### src/rtl/program_loader_pkg.sv
// Shared definitions for the UART-to-instruction-memory program loader:
// FSM state encoding, default geometry and the HALT instruction constant.
package program_loader_pkg;

    typedef enum logic [1:0] {
        ST_IDLE  = 2'd0,
        ST_LOAD  = 2'd1,
        ST_DONE  = 2'd2,
        ST_CLEAR = 2'd3
    } state_e;

    localparam int NB_DATA_DEF        = 32;
    localparam int NB_BYTE_DEF        = 8;
    localparam int NB_MEM_ADDRESS_DEF = 7;

    // MIPS end-of-program instruction: opcode 6'b111111, all other fields zero
    localparam logic [5:0]  HALT_OPCODE   = 6'b111111;
    localparam logic [31:0] HALT_WORD_DEF = {HALT_OPCODE, 26'd0};

    function automatic int bytes_per_word(input int nb_data, input int nb_byte);
        return nb_data / nb_byte;
    endfunction

    localparam int BYTES_PER_WORD = bytes_per_word(NB_DATA_DEF, NB_BYTE_DEF);

endpackage

### src/rtl/program_loader_byte_to_word_packer.sv
// Big-endian byte-to-word packer: the first byte of each group lands in the
// MSB. o_word_ready pulses (combinationally) on the strobe that completes a
// word, with o_word holding the complete word in that same cycle.
module program_loader_byte_to_word_packer
    import program_loader_pkg::*;
#(
    parameter int NB_DATA = NB_DATA_DEF,
    parameter int NB_BYTE = NB_BYTE_DEF
) (
    input  logic               i_clock,
    input  logic               i_reset,
    input  logic               i_clear,
    input  logic [NB_BYTE-1:0] i_byte,
    input  logic               i_byte_valid,
    output logic [NB_DATA-1:0] o_word,
    output logic               o_word_ready
);

    localparam int BPW    = bytes_per_word(NB_DATA, NB_BYTE);
    localparam int NB_CNT = (BPW > 1) ? $clog2(BPW) : 1;
    localparam logic [NB_CNT-1:0] LAST_BYTE = NB_CNT'(BPW - 1);

    logic [NB_DATA-1:0] shift_q, shift_d;
    logic [NB_CNT-1:0]  cnt_q, cnt_d;

    // Shift the new byte in from the right; clear drops any partial word
    always_comb begin
        shift_d      = shift_q;
        cnt_d        = cnt_q;
        o_word_ready = 1'b0;
        o_word       = {shift_q[NB_DATA-NB_BYTE-1:0], i_byte};
        if (i_clear) begin
            shift_d = '0;
            cnt_d   = '0;
        end else if (i_byte_valid) begin
            shift_d = o_word;
            if (cnt_q == LAST_BYTE) begin
                cnt_d        = '0;
                o_word_ready = 1'b1;
            end else begin
                cnt_d = cnt_q + 1'b1;
            end
        end
    end

    // Packer state registers
    always_ff @(posedge i_clock or posedge i_reset) begin
        if (i_reset) begin
            shift_q <= '0;
            cnt_q   <= '0;
        end else begin
            shift_q <= shift_d;
            cnt_q   <= cnt_d;
        end
    end

endmodule

### src/rtl/program_loader.sv
// Program loader: assembles UART RX bytes into instruction words and writes
// them into instruction memory until the HALT word, or sweeps the memory
// to zero on a delete command.
// Optional feature macro: PROGRAM_LOADER_CHECKSUM_EN adds a trailing XOR
// checksum byte after HALT and the o_checksum_error output.
module program_loader
    import program_loader_pkg::*;
#(
    parameter int                 NB_DATA        = NB_DATA_DEF,
    parameter int                 NB_BYTE        = NB_BYTE_DEF,
    parameter int                 NB_MEM_ADDRESS = NB_MEM_ADDRESS_DEF,
    parameter logic [NB_DATA-1:0] HALT_WORD      = HALT_WORD_DEF
) (
    input  logic                      i_clock,
    input  logic                      i_reset,
    input  logic                      i_start_load,
    input  logic                      i_delete,
    input  logic [NB_BYTE-1:0]        i_rx_byte,
    input  logic                      i_rx_byte_valid,
    output logic                      o_write_enable,
    output logic [NB_MEM_ADDRESS-1:0] o_write_address,
    output logic [NB_DATA-1:0]        o_write_data,
    output logic                      o_program_loaded,
    output logic                      o_overflow,
    output logic                      o_busy
`ifdef PROGRAM_LOADER_CHECKSUM_EN
    ,output logic                     o_checksum_error
`endif
);

    localparam int NB_ADDR_CNT = NB_MEM_ADDRESS + 1;
    localparam int DEPTH       = 2 ** NB_MEM_ADDRESS;
    localparam logic [NB_ADDR_CNT-1:0] LAST_ADDR = NB_ADDR_CNT'(DEPTH - 1);
    localparam logic [NB_ADDR_CNT-1:0] END_ADDR  = NB_ADDR_CNT'(DEPTH);

    state_e                    state_q, state_d;
    // One extra bit so the counter reaches DEPTH instead of wrapping to 0
    logic [NB_ADDR_CNT-1:0]    addr_q, addr_d;
    logic                      we_q, we_d;
    logic [NB_MEM_ADDRESS-1:0] waddr_q, waddr_d;
    logic [NB_DATA-1:0]        wdata_q, wdata_d;
    logic                      loaded_q, loaded_d;
    logic                      ovf_q, ovf_d;

    logic                      pk_clear, pk_valid, pk_ready;
    logic [NB_DATA-1:0]        pk_word;
    logic                      do_clear, do_start;

`ifdef PROGRAM_LOADER_CHECKSUM_EN
    logic [NB_BYTE-1:0]        csum_q, csum_d;
    logic                      wait_csum_q, wait_csum_d;
    logic                      csum_err_q, csum_err_d;
`endif

    program_loader_byte_to_word_packer #(
        .NB_DATA (NB_DATA),
        .NB_BYTE (NB_BYTE)
    ) u_packer (
        .i_clock      (i_clock),
        .i_reset      (i_reset),
        .i_clear      (pk_clear),
        .i_byte       (i_rx_byte),
        .i_byte_valid (pk_valid),
        .o_word       (pk_word),
        .o_word_ready (pk_ready)
    );

    // Delete beats start, and neither is honoured while a sweep runs
    assign do_clear = i_delete && (state_q != ST_CLEAR);
    assign do_start = i_start_load && (state_q == ST_IDLE || state_q == ST_DONE);

    // Next-state, write-port and flag logic
    always_comb begin
        state_d  = state_q;
        addr_d   = addr_q;
        we_d     = 1'b0;
        waddr_d  = waddr_q;
        wdata_d  = wdata_q;
        loaded_d = loaded_q;
        ovf_d    = ovf_q;
        pk_clear = 1'b0;
        pk_valid = 1'b0;
`ifdef PROGRAM_LOADER_CHECKSUM_EN
        csum_d      = csum_q;
        wait_csum_d = wait_csum_q;
        csum_err_d  = csum_err_q;
`endif
        if (do_clear) begin
            // Address 0 is written on the entry edge, so the counter resumes at 1
            state_d  = ST_CLEAR;
            we_d     = 1'b1;
            waddr_d  = '0;
            wdata_d  = '0;
            addr_d   = NB_ADDR_CNT'(1);
            loaded_d = 1'b0;
            pk_clear = 1'b1;
`ifdef PROGRAM_LOADER_CHECKSUM_EN
            wait_csum_d = 1'b0;
`endif
        end else if (do_start) begin
            state_d  = ST_LOAD;
            addr_d   = '0;
            loaded_d = 1'b0;
            ovf_d    = 1'b0;
            pk_clear = 1'b1;
`ifdef PROGRAM_LOADER_CHECKSUM_EN
            csum_d      = '0;
            wait_csum_d = 1'b0;
            csum_err_d  = 1'b0;
`endif
        end else begin
            case (state_q)
                ST_LOAD: begin
`ifdef PROGRAM_LOADER_CHECKSUM_EN
                    if (wait_csum_q) begin
                        // The byte after HALT is the XOR of every program byte
                        if (i_rx_byte_valid) begin
                            state_d     = ST_DONE;
                            wait_csum_d = 1'b0;
                            loaded_d    = (i_rx_byte == csum_q);
                            csum_err_d  = (i_rx_byte != csum_q);
                        end
                    end else begin
                        pk_valid = i_rx_byte_valid;
                        if (i_rx_byte_valid) csum_d = csum_q ^ i_rx_byte;
                    end
`else
                    pk_valid = i_rx_byte_valid;
`endif
                    if (pk_ready) begin
                        we_d    = 1'b1;
                        waddr_d = addr_q[NB_MEM_ADDRESS-1:0];
                        wdata_d = pk_word;
                        addr_d  = addr_q + 1'b1;
                        if (pk_word == HALT_WORD) begin
`ifdef PROGRAM_LOADER_CHECKSUM_EN
                            wait_csum_d = 1'b1;
`else
                            state_d  = ST_DONE;
                            loaded_d = 1'b1;
`endif
                        end else if (addr_q == LAST_ADDR) begin
                            state_d  = ST_DONE;
                            ovf_d    = 1'b1;
                            loaded_d = 1'b0;
                        end
                    end
                end
                ST_CLEAR: begin
                    if (addr_q == END_ADDR) begin
                        state_d = ST_IDLE;
                        addr_d  = '0;
                    end else begin
                        we_d    = 1'b1;
                        waddr_d = addr_q[NB_MEM_ADDRESS-1:0];
                        wdata_d = '0;
                        addr_d  = addr_q + 1'b1;
                    end
                end
                default: ;
            endcase
        end
    end

    // State and registered outputs; reset drops the write strobe immediately
    always_ff @(posedge i_clock or posedge i_reset) begin
        if (i_reset) begin
            state_q  <= ST_IDLE;
            addr_q   <= '0;
            we_q     <= 1'b0;
            waddr_q  <= '0;
            wdata_q  <= '0;
            loaded_q <= 1'b0;
            ovf_q    <= 1'b0;
        end else begin
            state_q  <= state_d;
            addr_q   <= addr_d;
            we_q     <= we_d;
            waddr_q  <= waddr_d;
            wdata_q  <= wdata_d;
            loaded_q <= loaded_d;
            ovf_q    <= ovf_d;
        end
    end

`ifdef PROGRAM_LOADER_CHECKSUM_EN
    // Checksum accumulator and result flag
    always_ff @(posedge i_clock or posedge i_reset) begin
        if (i_reset) begin
            csum_q      <= '0;
            wait_csum_q <= 1'b0;
            csum_err_q  <= 1'b0;
        end else begin
            csum_q      <= csum_d;
            wait_csum_q <= wait_csum_d;
            csum_err_q  <= csum_err_d;
        end
    end

    assign o_checksum_error = csum_err_q;
`endif

    assign o_write_enable   = we_q;
    assign o_write_address  = waddr_q;
    assign o_write_data     = wdata_q;
    assign o_program_loaded = loaded_q;
    assign o_overflow       = ovf_q;
    assign o_busy           = (state_q == ST_LOAD) || (state_q == ST_CLEAR);

endmodule

### config.mk
export PLATFORM = sky130hd
export DESIGN_NAME = program_loader
export DESIGN_NICKNAME = d
export VERILOG_FILES = /design/src/rtl/program_loader_pkg.sv /design/src/rtl/program_loader_byte_to_word_packer.sv /design/src/rtl/program_loader.sv
export SDC_FILE = /design/constraint.sdc
export NUM_CORES = 1
export LEC_CHECK = 0
export ABC_AREA = 0
export CELL_PAD_IN_SITES_DETAIL_PLACEMENT = 0
export CELL_PAD_IN_SITES_GLOBAL_PLACEMENT = 1
export CORE_MARGIN = 4
export CORE_UTILIZATION = 28
export DETAILED_ROUTE_END_ITERATION = 8
export GPL_TIMING_DRIVEN = 0
export PLACE_DENSITY_LB_ADDON = 0.1
export RECOVER_POWER = 100
export SLEW_MARGIN = 15
export SYNTH_ARGS = -nofsm -noshare
export SYNTH_HDL_FRONTEND = slang
export SYNTH_SLANG_ARGS = --single-unit
### constraint.sdc
create_clock -name i_clock -period 4.2 [get_ports i_clock]
set_clock_uncertainty 0.2 [all_clocks]
set_input_delay 0.42 -clock i_clock [delete_from_list [all_inputs] [get_ports i_clock]]
set_output_delay 0.42 -clock i_clock [all_outputs]
set_load 0.01 [all_outputs]
# After elaboration in Yosys (flattened, before gate mapping)
# Cells that the tools add are included.
# Widths: inputs -> output; s select.
[op_classes]
muxes = 51
bitwise = 1
addsub = 2
n_eq_ne = 15
reduce_logical = 19
[ops]
columns = ["cell", "count"]
rows = [
  ["$mux 32", 4],
  ["$pmux 32 s2", 1],
  ["$mux 24", 2],
  ["$eq 32x32->1 const B", 1],
  ["$mux 8", 4],
  ["$mux 7", 4],
  ["$mux 1", 23],
  ["$mux 2", 9],
  ["$pmux 8 s2", 1],
  ["$pmux 7 s2", 1],
  ["$reduce_bool 3->1", 3],
  ["$add 8x1->8 const B", 1],
  ["$eq 8x7->1 const B", 1],
  ["$eq 8x8->1 const B", 1],
  ["$ne 4x4->1 const B", 2],
  ["$reduce_and 4->1", 2],
  ["$reduce_bool 2->1", 4],
  ["$reduce_bool 4->1", 2],
  ["$eq 2x2->1 const B", 3],
  ["$ne 2x2->1 const B", 3],
  ["$ne 3x3->1 const B", 2],
  ["$ne 5x5->1 const B", 1],
  ["$reduce_and 5->1", 1],
  ["$pmux 2 s2", 1],
  ["9 further kinds", 11],
]
[totals]
input_bits = 13
register_bits = 78
wordCells = 97
out_inout_bits = 43

# Logic depth before layout (Yosys ltp)
# Gate-level depths: netlist (run 1).
[logic_depth]
word_depth = 11
mapped_depth = 9
depth_no_buf = 7

# Hierarchy
# From an unflattened synthesis (run 1), not the netlist that was laid out.
[unflattened]
hier_cells = 366
area_unflattened_um2 = 3592.2
[by_module_without_submodules]
columns = ["mod", "area_each_um2", "cells_each", "instances"]
rows = [
  ["program_loader", 2432.3, 270, 1],
  ["program_loader_byte_to_word_packer", 1159.9, 96, 1],
]

# Worst setup path after synthesis (run 1)
# No wires, ideal clock.
[synth_path]
path_type = "input -> register"
from = "in i_delete"
to = "reg wdata_q[0] (netlist: o_write_data[0])"
stages = 8
t_arrival_ns = 1.580
n_path_buf = 4
t_required_ns = 3.879
slack_ns = 2.299
cell_sequence = "and4bb_1 -> buf_6 -> and2_1 -> buf_6 -> o221ai_2 -> buf_6 -> buf_6 -> a22o_1"
[synth_via]
elab_chain_cells = 6
elab_cells_between_ends = 11
classes_between = "eq/ne: 3; mux: 5; reduce/logical: 3"
[synth_lines]
columns = ["element", "line", "rtl"]
rows = [
  ["start: declaration", "program_loader.sv:17", "input logic i_delete,"],
  ["$logic_and 1x1->1 *", "program_loader.sv:69", "assign do_clear = i_delete && (state_q != ST_CLEAR);"],
  ["$mux 1", "program_loader.sv:88", "if (do_clear) begin"],
  ["$mux 1", "program_loader_byte_to_word_packer.sv:35", "end else if (i_byte_valid) begin"],
  ["$mux 1", "program_loader_byte_to_word_packer.sv:32", "if (i_clear) begin"],
  ["$ne 3x3->1 (no line)", "-", ""],
  ["$reduce_and 4->1 (no line)", "-", ""],
  ["end signal: assignment", "program_loader.sv:180", "wdata_q <= wdata_d;"],
  ["end: declaration", "program_loader.sv:41", "logic [NB_DATA-1:0] wdata_q, wdata_d;"],
]
# Every way passes the cells marked *; elsewhere a longest branch is shown, timed or not.
# A chain may end at the register's enable or synchronous reset.

# Final worst setup path (run 1)
[layout_path]
from = "in i_delete"
to = "reg wdata_q[29] (netlist: o_write_data[29])"
# The elaborated chain is that of the path after synthesis.

==> implementation parameters, run 1 <==
Parameter                              Value

Status
  Result of the run    complete, but fails checks
  Violations in the final reports    capacitance limit, slew limit

Critical path
  WP data required    4.21 ns
  Category of the worst setup path launch point    input port
  Critical Path AT    3.09 ns
  Critical-path maximum fanout    10
  Worst Reg2Reg Path Length in Cells    8
  Capture point of the worst reg-to-reg path    o_write_data[29]$_DFFE_PP0P_
  Slack of the worst reg-to-reg path    1.38 ns
  Path type of the worst setup path    in -> reg
  Start of the worst register-to-register path    state_q[1]$_DFFE_PP0P_
  Critical path capture point type    flop

Timing
  Aggregate negative setup slack    0 ns
  Slew at the pin with the worst max-slew slack    1.77 ns
  Final Setup Violations    0
  Max Transition Viols Final    38
  Timing-limited maximum frequency    324 MHz
  Final Hold Fails    0
  Ratio of final minimum period to clock period    73.4%
  Post-route minimum period    3.08 ns
  Setup repair after global routing missed its margin    false
  Slew headroom    -18.6%

CTS
  CTS Hold Buffers Added    0
  Count of buffers added by post-CTS timing repair for setup    0
  Num CTS Buffers    9
  Clock-pin slew on the worst setup and hold paths    0.06 ns
  Resized Gates After CTS    0
  Buffer type at the clock tree root    sky130_fd_sc_hd__clkbuf_16
  Number of clock sinks    78
  Worst-skew pair later-pin latency    0.33 ns
  Maximum buffer depth of the clock tree    2
  CTS tree    yes
  H-tree depth    3

Drt
  Per-cell via count in the routed design    5.01
  Count of routing violations after the opening detailed-route iteration    114
  Routed via count    2658
  Number of nets with antenna violations after routing    0
  Pre-Repair DR Iteration Count    4
  WL per Instance    17.5 µm
  DRC violation count after routing    0
  Post-detailed-routing wire length    9280 µm

Placement
  Post-detailed-placement half-perimeter wirelength    6650 µm
  Cell count after placement    516
  Number of buffers added on ports    55
  Gpl congestion    0.795

Synthesis
  Share of synthesized cell area in full adder, half adder and majority cells    1.13%
  Share of flip-flops with an asynchronous set or reset    100%
  Compound-gate portion of the synthesized area    14.6%
  Count of cell types in the netlist    37
  Cell area after synthesis    0.00333 mm²
  Synth warnings    0
  Post-synth top area cell    sky130_fd_sc_hd__dfrtp_1
  Dominant combinational cell family by area after synthesis    simple AND/OR/NAND/NOR gates
  Most area-consuming cells after synthesis    sky130_fd_sc_hd__dfrtp_1, sky130_fd_sc_hd__a22o_1, sky130_fd_sc_hd__nand2_1
  Post-synthesis share of cell area spent on xor and xnor gates    0.525%
  Top_reg_cell synth    sky130_fd_sc_hd__dfrtp_1
  Post-Syn Instances    317
  Post-Synthesis Net Count    333
  Register bit total from synthesis    78
  Synth top area share    58.5%
  Count of flip-flops with a built-in enable after synthesis    0
  Mux share of post-synthesis cell area    0%
  Mean instance size in the synthesized netlist    10.5 µm²
  Simple-gate area share of the yosys netlist    20.9%
  Proportion of synthesized chip area in sequential cells    58.5%

Layout
  Number of antenna diodes    0
  Most common cell after layout, fill and taps aside    sky130_fd_sc_hd__dfrtp_1
  Number of standard cells in the layout, taps in and fillers out    531
  Leading cell types in the layout, fill and taps excluded    sky130_fd_sc_hd__dfrtp_1, sky130_fd_sc_hd__nand2_1, sky130_fd_sc_hd__dlygate4sd3_1
  Number of nets in the layout    400
  Synthesis-to-finish area growth    31.7%
  Fraction of final layout cells with drive strength greater than 1    5.93%

Floorplan
  Overall die height    117 µm
  Number of placement rows    39
  Core Area    0.0115 mm²
  Die Footprint    0.0137 mm²
  X dimension of the die    117 µm
  Number of top-level pins    56
  Initial Util    29.0%

Pwr
  Static Leakage    0.00215 µW
  Power per unit of standard cell area    518 mW/mm²
  Switching part of the total power    31.2%
  Peak supply drop    0.000238 V
  Sequential share of power    39.5%
  Post-layout power    2280 µW
  Net switching power    711 µW
  Power share of the combinational group    23.4%
  Proportion of power drawn by the clock network    37.1%
  Internal Power    1570 µW

GRT
  Overall global routing resource usage    14.7%
  Pin count of the biggest net entering global routing    42
  Number of global-route vias before repair    2687
  Initial antenna violation count    0
  Sum of overflow across all layers after global routing    0
  First-pass GRT wire length    15200 µm

Run
  Maximum Capacitance Violations    1

Worst hold path
  Hold-critical path depth    2
  Path type of the worst min-delay path    reg -> reg
  Worst hold start    o_write_address[2]$_DFFE_PP0P_
  Worst Hold Path EP    o_write_address[2]$_DFFE_PP0P_
## power groups by stage
stage / Combinational [µW] / Clock, µW / Sequential, µW
after floorplan: 361 / 0 / 893
after global placement: 558 / 0 / 915
after detailed placement: 563 / 0 / 914
after CTS: 564 / 868 / 900
after global routing: 602 / 900 / 910
final: 532 / 844 / 899
## cells in the mapped netlist, types with 4 or more instances
master                     instances
sky130_fd_sc_hd__nand2_1          70
sky130_fd_sc_hd__buf_2             4
sky130_fd_sc_hd__dfrtp_1          78
sky130_fd_sc_hd__o21ai_0          13
sky130_fd_sc_hd__clkbuf_1          9
sky130_fd_sc_hd__a21oi_1           5
sky130_fd_sc_hd__nor2_1           12
sky130_fd_sc_hd__nand3_1          29
sky130_fd_sc_hd__nor2b_1           4
sky130_fd_sc_hd__inv_1             4
sky130_fd_sc_hd__buf_6             6
sky130_fd_sc_hd__nor4_1            6
sky130_fd_sc_hd__a22o_1           35
## kinds of logic after synthesis
family,after synthesis
adder cells (fa/ha/maj),3
AND/OR/NAND/NOR,146
XOR/XNOR,2
AO/OA/AOI/OAI,63
flip-flops,78
buffers and inverters,25
## per-stage QoR
step | utilization, % | worst slack (ns) | hold WS, ns | cell area (µm²)
2_1_floorplan | - | 1.58 | 0.262 | 3330
3_3_place_gp | 35.3 | 0.102 | 0.265 | 4060
3_5_place_dp | 35.5 | 1.49 | 0.272 | 4090
4_1_cts | 38.4 | 1.83 | 0.286 | 4420
5_1_grt | 38.1 | 0.893 | 0.314 | 4390
6_report | 38.1 | 1.12 | 0.274 | 4390
## cell type report
cell class                 count  area [µm²]
clock buffer                  12         256
inverter                       4        16.3
sequential                    78        1950
tap                          143         179
fill                        1167        7130
clock inverter                 3        67.6
multi-input combinational    214        1230
buffer                        21         109
timing repair buffer          56         578
## critical path: stages
cell and delay, ns:
sky130_fd_sc_hd__dlygate4sd3_1 0.61, sky130_fd_sc_hd__and4bb_1 0.32, sky130_fd_sc_hd__buf_6 0.13, sky130_fd_sc_hd__and2_1 0.12, sky130_fd_sc_hd__clkbuf_1 0.43, sky130_fd_sc_hd__o221ai_1 0.25
sky130_fd_sc_hd__clkbuf_1 0.35, sky130_fd_sc_hd__buf_6 0.26, sky130_fd_sc_hd__a22o_1 0.18
## worst max path at each step
stage,end,from
finish,o_write_data[29]$_DFFE_PP0P_,i_delete
global route,o_write_data[1]$_DFFE_PP0P_,i_delete
CTS,u_packer.shift_q[13]$_DFFE_PP0P_,i_delete
detailed placement,u_packer.shift_q[13]$_DFFE_PP0P_,i_delete
global placement,o_write_data[31]$_DFFE_PP0P_,i_reset
floorplan,addr_q[0]$_DFFE_PP0P_,i_reset
## flip-flops by register name, summed over array words and instances (netlist names)
signal and flops:
o_write_data 32, u_packer.shift_q 24, addr_q 8, o_write_address 7, state_q 2, u_packer.cnt_q 2
o_overflow 1, o_program_loaded 1, o_write_enable 1
## layer usage
metal  GRT usage, %  vias to the layer above  routed length (µm)
li1               -                     1269                   -
met1           20.6                     1331                4510
met2           22.9                       51                4330
met3           3.65                        7                 338
met4           3.90                        0                  95
met5              0                        -                   0
Note: power is estimated with default switching activity, not from simulation.
==> run 2: changes to the inputs <==
==> constraint.sdc (replaced) <==
create_clock -name i_clock -period 2.5 [get_ports i_clock]
set_clock_uncertainty 0.2 [all_clocks]
set_input_delay 0.25 -clock i_clock [delete_from_list [all_inputs] [get_ports i_clock]]
set_output_delay 0.25 -clock i_clock [all_outputs]
set_load 0.01 [all_outputs]
==> implementation parameters, run 2 (synthesis gave the netlist of run 1 again) <==
Parameter                              Value

Critical path
  Cell with the largest stage delay on the worst path    sky130_fd_sc_hd__dlygate4sd3_1 (unchanged)
  Cell chain of the critical path    dlygate4sd3_1 -> buf_2 -> or3b_2 -> clkbuf_1 -> clkbuf_1 -> nand3_1 -> nand2_1 (was dlygate4sd3_1 -> and4bb_1 -> buf_6 -> and2_1 -> clkbuf_1 -> o221ai_1 -> clkbuf_1 -> buf_6 -> a22o_1)
  Critical path capture point type    flop (unchanged)
  Worst Reg2Reg Path Length in Cells    8 (unchanged)
  Critical-path maximum fanout    10 (unchanged)
  Slack of the worst reg-to-reg path    0.34 ns (was 1.38 ns)
  Total buffers and inverters traversed by the critical path    4 (was 5)
  Path type of the worst setup path    in -> reg (unchanged)
  Most Frequent Cell on Critical Path    sky130_fd_sc_hd__clkbuf_1
  Delay of the slowest critical-path stage    0.61 ns (about the same)
  Category of the worst setup path launch point    input port (unchanged)
  WP data required    2.51 ns (was 4.21 ns)
  Category of cells accounting for the largest share of critical-path delay    buffers and inverters (unchanged)
  Critical Path AT    2.31 ns (was 3.09 ns)
  Critical path depth in cells    7 (was 9)

Worst hold path
  Path type of the worst min-delay path    reg -> reg (unchanged)
  Hold-critical path depth    2 (unchanged)

CTS
  Count of buffers added by post-CTS timing repair for setup    0 (unchanged)
  CTS tree    yes (unchanged)
  Clock-pin slew on the worst setup and hold paths    0.06 ns (about the same)
  H-tree depth    3 (unchanged)
  Resized Gates After CTS    0 (unchanged)
  Maximum buffer depth of the clock tree    2 (unchanged)
  Worst-skew pair later-pin latency    0.33 ns (about the same)
  Number of clock sinks    78 (unchanged)
  Num CTS Buffers    9 (unchanged)
  CTS Hold Buffers Added    0 (unchanged)
  Buffer type at the clock tree root    sky130_fd_sc_hd__clkbuf_16 (unchanged)

Floorplan
  Number of top-level pins    56 (unchanged)
  Overall die height    117 µm (unchanged)
  Core Area    0.0115 mm² (unchanged)
  Initial Util    29.0% (unchanged)
  Number of placement rows    39 (unchanged)
  Die Footprint    0.0137 mm² (unchanged)
  X dimension of the die    117 µm (unchanged)

Drt
  Routed via count    2648 (was 2658)
  DRC violation count after routing    0 (unchanged)
  Count of routing violations after the opening detailed-route iteration    128 (was 114)
  Pre-Repair DR Iteration Count    4 (unchanged)
  Number of nets with antenna violations after routing    0 (unchanged)
  WL per Instance    17.5 µm (about the same)
  Post-detailed-routing wire length    9310 µm (was 9280 µm)
  Per-cell via count in the routed design    4.99 (was 5.01)

Run
  Maximum Capacitance Violations    1 (unchanged)

Timing
  Final Setup Violations    0 (unchanged)
  Slew headroom    -2.64% (was -18.6%)
  Max Transition Viols Final    38 (unchanged)
  Setup repair after global routing missed its margin    false (unchanged)
  Aggregate negative setup slack    0 ns (unchanged)
  Slew at the pin with the worst max-slew slack    1.54 ns (was 1.77 ns)
  Post-route minimum period    2.30 ns
  Final Hold Fails    0 (unchanged)
  Ratio of final minimum period to clock period    91.9%
  Timing-limited maximum frequency    435 MHz

Placement
  DP Area    0.00409 mm² (unchanged)
  Post-detailed-placement half-perimeter wirelength    6650 µm (unchanged)
  Number of buffers added on ports    55 (unchanged)
  Gpl congestion    0.795 (unchanged)

Pwr
  Static Leakage    0.00217 µW (was 0.00215 µW)
  Peak supply drop    0.000400 V (was 0.000238 V)
  Power per unit of standard cell area    871 mW/mm² (was 518 mW/mm²)

GRT
  Pin count of the biggest net entering global routing    42 (unchanged)
  Sum of overflow across all layers after global routing    0 (unchanged)
  Overall global routing resource usage    14.7% (unchanged)
  Number of global-route vias before repair    2687 (unchanged)
  Initial antenna violation count    0 (unchanged)
  First-pass GRT wire length    15200 µm (unchanged)

Layout
  Max reg flops    32 (unchanged)
  Most common cell after layout, fill and taps aside    sky130_fd_sc_hd__dfrtp_1 (unchanged)
  Design area    0.00442 mm² (was 0.00439 mm²)
  Fraction of final layout cells with drive strength greater than 1    7.47% (was 5.93%)
  Number of antenna diodes    0 (unchanged)
  Leading cell types in the layout, fill and taps excluded    sky130_fd_sc_hd__dfrtp_1, sky130_fd_sc_hd__nand2_1, sky130_fd_sc_hd__dlygate4sd3_1 (unchanged)
  Number of nets in the layout    400 (unchanged)
  Synthesis-to-finish area growth    32.4% (was 31.7%)

Status
  Violations in the final reports    capacitance limit, slew limit (unchanged)
  Result of the run    complete, but fails checks (unchanged)
-- run 2: cell count changes in the layout (fill, tap and decap cells not counted), sizes merged --
cell / previous run / this run
buf: 6 / 11
clkbuf: 28 / 23
clkdlybuf4s50: 10 / 11
clkinvlp: 2 / 1
dlygate4sd3: 45 / 44
inv: 3 / 4
-- run 2: final timing paths --
kind                                                      from                          endpoint
worst min register to register  o_write_address[4]$_DFFE_PP0P_    o_write_address[4]$_DFFE_PP0P_
max in group asynchronous                              i_reset      o_write_data[10]$_DFFE_PP0P_
worst max-delay path                                  i_delete  u_packer.shift_q[23]$_DFFE_PP0P_
worst max register to register          state_q[1]$_DFFE_PP0P_      o_write_data[29]$_DFFE_PP0P_
min in group asynchronous                              i_reset  u_packer.shift_q[21]$_DFFE_PP0P_
worst min-delay path            o_write_address[4]$_DFFE_PP0P_    o_write_address[4]$_DFFE_PP0P_
-- run 2: worst min-delay path: cells and delay by family, from the launching register on --
family	cells	cell delay, ns
and+or+nand+nor	1	0.05
DFF	1	0.33
AOI/OAI and AO/OA	1	0.06
-- run 2: per-layer routing --
metal | part of all wire, % | up-vias | track usage [%]
met2 | 47 | 50 | 22.9
met3 | 3.6 | 7 | 3.65
li1 | - | 1271 | -
met4 | 1.0 | 0 | 3.90
met1 | 49 | 1320 | 20.6
met5 | 0 | - | 0
-- run 2: layout make-up --
type	instances	area, µm²
fillers	1160	7100
flip-flops and latches	78	1950
multi-input cells	214	1240
repair buffers	56	578
clock buffers	12	256
well taps	143	179
plain buffers	21	129
clock inverters	3	67.6
inverters	4	15.0
-- run 2: where the power goes --
| part | total (µW) | leakage (µW) | internal (µW) | switching (µW) |
|---|---|---|---|---|
| clock | 1420 | 0.000155 | 924 | 492 |
| combinational | 919 | 0.000948 | 345 | 574 |
| sequential | 1510 | 0.00107 | 1380 | 132 |
| total | 3840 | 0.00217 | 2650 | 1200 |
-- run 2: stage by stage --
step                hold WS (ns)  utilization (%)  setup slack, ns  power (µW)  std cells
floorplan                  0.155                -           0.0550        2110        317
global placement           0.265             35.3            -1.43        2470        515
detailed placement         0.272             35.5          -0.0399        2480        516
CTS                        0.131             38.4            0.303        3920        531
global route               0.314             38.3            0.105        4070        531
finish                     0.274             38.3            0.204        3840        531
==> run 3: changes to the inputs <==
--- a/config.mk
+++ b/config.mk
@@ -8,8 +8,9 @@
 export ABC_AREA = 0
 export CELL_PAD_IN_SITES_DETAIL_PLACEMENT = 0
 export CELL_PAD_IN_SITES_GLOBAL_PLACEMENT = 1
-export CORE_MARGIN = 4
+export CORE_MARGIN = 2
 export CORE_UTILIZATION = 28
+export CTS_CLUSTER_DIAMETER = 30
 export DETAILED_ROUTE_END_ITERATION = 8
 export GPL_TIMING_DRIVEN = 0
 export PLACE_DENSITY_LB_ADDON = 0.1
==> implementation parameters, run 3 (synthesis gave the netlist of run 1 again) <==
Parameter                              Value

Critical path
  Critical-path maximum fanout    10 (unchanged)
  Slack of the worst reg-to-reg path    0.27 ns (was 0.34 ns)
  Category of the worst setup path launch point    flop (was input port)
  WP data required    2.52 ns (was 2.51 ns)
  Capturing instance or port of the critical path    o_write_data[30]$_DFFE_PP0P_ (was u_packer.shift_q[23]$_DFFE_PP0P_)
  Critical Path Source    state_q[1]$_DFFE_PP0P_ (was i_delete)
  Critical Path AT    2.25 ns (was 2.31 ns)
  Path type of the worst setup path    reg -> reg (was in -> reg)
  Worst Reg2Reg Path Length in Cells    8 (unchanged)
  Capture point of the worst reg-to-reg path    o_write_data[30]$_DFFE_PP0P_ (was o_write_data[29]$_DFFE_PP0P_)
  Critical path capture point type    flop (unchanged)
  Start of the worst register-to-register path    state_q[1]$_DFFE_PP0P_ (unchanged)

Pwr
  Sequential share of power    39.4% (was 39.3%)
  Static Leakage    0.00217 µW (about the same)
  Peak supply drop    0.000342 V (was 0.000400 V)
  Switching part of the total power    31.6% (was 31.1%)
  Power share of the combinational group    24.0% (was 23.9%)
  Internal Power    2620 µW (was 2650 µW)
  Net switching power    1210 µW (was 1200 µW)
  Proportion of power drawn by the clock network    36.6% (was 36.8%)
  Power per unit of standard cell area    871 mW/mm² (about the same)

Worst hold path
  Path type of the worst min-delay path    reg -> reg (unchanged)

Drt
  Count of routing violations after the opening detailed-route iteration    138 (was 128)
  Routed via count    2616 (was 2648)
  WL per Instance    17.5 µm (about the same)
  Pre-Repair DR Iteration Count    6 (was 4)
  Number of nets with antenna violations after routing    0 (unchanged)
  Per-cell via count in the routed design    4.92 (was 4.99)
  DRC violation count after routing    5 (was 0)
  Post-detailed-routing wire length    9300 µm (was 9310 µm)

CTS
  Buffer type at the clock tree root    sky130_fd_sc_hd__clkbuf_16 (unchanged)
  H-tree depth    3 (unchanged)
  CTS Hold Buffers Added    0 (unchanged)
  Maximum buffer depth of the clock tree    2 (unchanged)
  CTS tree    yes (unchanged)
  Num CTS Buffers    9 (unchanged)
  Resized Gates After CTS    0 (unchanged)
  Number of clock sinks    78 (unchanged)
  Clock-pin slew on the worst setup and hold paths    0.06 ns (about the same)
  Count of buffers added by post-CTS timing repair for setup    0 (unchanged)
  Worst-skew pair later-pin latency    0.34 ns (was 0.33 ns)

Status
  Result of the run    complete, but fails checks (unchanged)
  Violations in the final reports    DRC, capacitance limit, slew limit (was capacitance limit, slew limit)

Layout
  Total of fill cells in the finished design    1174 (was 1160)
  Number of antenna diodes    0 (unchanged)
  Most common cell after layout, fill and taps aside    sky130_fd_sc_hd__dfrtp_1 (unchanged)
  Leading cell types in the layout, fill and taps excluded    sky130_fd_sc_hd__dfrtp_1, sky130_fd_sc_hd__nand2_1, sky130_fd_sc_hd__dlygate4sd3_1 (unchanged)
  Number of nets in the layout    400 (unchanged)
  Finished Core Util    38.1% (was 38.3%)
  Max reg flops    32 (unchanged)
  Synthesis-to-finish area growth    31.7% (was 32.4%)
  Fraction of final layout cells with drive strength greater than 1    6.94% (was 7.47%)

Floorplan
  Initial Util    29.0% (unchanged)
  Overall die height    113 µm (was 117 µm)
  X dimension of the die    113 µm (was 117 µm)
  Number of placement rows    39 (unchanged)
  Core Area    0.0115 mm² (unchanged)
  Die Footprint    0.0128 mm² (was 0.0137 mm²)
  Number of top-level pins    56 (unchanged)

GRT
  First-pass GRT wire length    15400 µm (was 15200 µm)
  Initial antenna violation count    0 (unchanged)
  Sum of overflow across all layers after global routing    0 (unchanged)
  Pin count of the biggest net entering global routing    42 (unchanged)
  Overall global routing resource usage    15.8% (was 14.7%)
  Number of global-route vias before repair    2781 (was 2687)

Placement
  Gpl congestion    0.791 (was 0.795)
  Setup slack at placement    -0.00473 ns (was -0.0399 ns)
  Number of buffers added on ports    55 (unchanged)
  Post-detailed-placement half-perimeter wirelength    6550 µm (was 6650 µm)

Run
  Maximum Capacitance Violations    1 (unchanged)

Timing
  Slew headroom    -7.84% (was -2.64%)
  Worst path setup slack after routing    0.273 ns (was 0.204 ns)
  Ratio of final minimum period to clock period    89.1% (was 91.9%)
  Post-route minimum period    2.23 ns (was 2.30 ns)
  Setup repair after global routing missed its margin    false (unchanged)
  Final Setup Violations    0 (unchanged)
  Slew at the pin with the worst max-slew slack    1.62 ns (was 1.54 ns)
  Max Transition Viols Final    41 (was 38)
  Final Hold Fails    0 (unchanged)
  Aggregate negative setup slack    0 ns (unchanged)
  Timing-limited maximum frequency    449 MHz (was 435 MHz)
-- run 3: changes by cell type in the layout (fill, tap and decap cells not counted) --
| cell | before | now |
|---|---|---|
| sky130_fd_sc_hd__dlygate4sd3_1 | 44 | 43 |
| sky130_fd_sc_hd__clkinv_2 | 0 | 2 |
| sky130_fd_sc_hd__clkbuf_1 | 11 | 13 |
| sky130_fd_sc_hd__buf_16 | 1 | 0 |
| sky130_fd_sc_hd__clkinvlp_4 | 1 | 0 |
| sky130_fd_sc_hd__clkbuf_2 | 1 | 2 |
| sky130_fd_sc_hd__clkdlybuf4s50_1 | 11 | 12 |
| sky130_fd_sc_hd__o221ai_2 | 1 | 0 |
| sky130_fd_sc_hd__o221ai_1 | 0 | 1 |
| sky130_fd_sc_hd__clkbuf_8 | 2 | 1 |
| sky130_fd_sc_hd__buf_12 | 0 | 1 |
| sky130_fd_sc_hd__buf_2 | 3 | 1 |
-- run 3: area by class of cell --
class	count	area (µm²)	share of cell area, %
sequential	78	1950	44.4
multi-input combinational	214	1230	28.1
timing repair buffer	56	571	13.0
clock buffer	12	246	5.61
tap	143	179	4.07
buffer	21	128	2.91
clock inverter	4	70.1	1.59
inverter	4	15.0	0.342
-- run 3: worst min path at each step --
| stage | start | to | depth (start not counted) |
|---|---|---|---|
| floorplan | i_rx_byte[0] | u_packer.shift_q[0]$_DFFE_PP0P_ | 2 |
| global placement | o_write_address[2]$_DFFE_PP0P_ | o_write_address[2]$_DFFE_PP0P_ | 2 |
| detailed placement | o_write_address[4]$_DFFE_PP0P_ | o_write_address[4]$_DFFE_PP0P_ | 2 |
| CTS | i_reset | o_write_data[4]$_DFFE_PP0P_ | 2 |
| global route | o_write_address[5]$_DFFE_PP0P_ | o_write_address[5]$_DFFE_PP0P_ | 2 |
| finish | o_write_address[4]$_DFFE_PP0P_ | o_write_address[4]$_DFFE_PP0P_ | 2 |
-- run 3: power by group through the flow --
stage               Combinational, µW  Sequential [µW]  Clock [µW]
floorplan                         606             1500           0
global placement                  942             1530           0
detailed placement                951             1530           0
CTS                               955             1510        1440
global route                     1020             1530        1500
finish                            917             1510        1400
-- run 3: through the flow --
stage	power [µW]	hold WS, ns	cell area (µm²)	std cells
floorplan	2110	0.155	3330	317
global placement	2480	0.264	4060	515
detailed placement	2480	0.270	4090	516
CTS	3910	0.129	4400	532
global route	4060	0.311	4390	532
finish	3830	0.272	4390	532
-- run 3: critical path, stage by stage (launching register included) --
cell	delay, ns
sky130_fd_sc_hd__dfrtp_1	0.44
sky130_fd_sc_hd__and4bb_1	0.30
sky130_fd_sc_hd__buf_6	0.14
sky130_fd_sc_hd__and2_0	0.15
sky130_fd_sc_hd__buf_6	0.16
sky130_fd_sc_hd__o221ai_1	0.19
sky130_fd_sc_hd__buf_6	0.21
sky130_fd_sc_hd__buf_6	0.15
sky130_fd_sc_hd__a22o_1	0.18
-- run 3: layer usage --
layer | up-vias | routed length (µm) | track usage (%)
met5 | - | 0 | 0
met4 | 0 | 98 | 4.47
met3 | 9 | 363 | 4.61
met2 | 51 | 4400 | 25.1
met1 | 1282 | 4440 | 21.0
li1 | 1274 | - | -
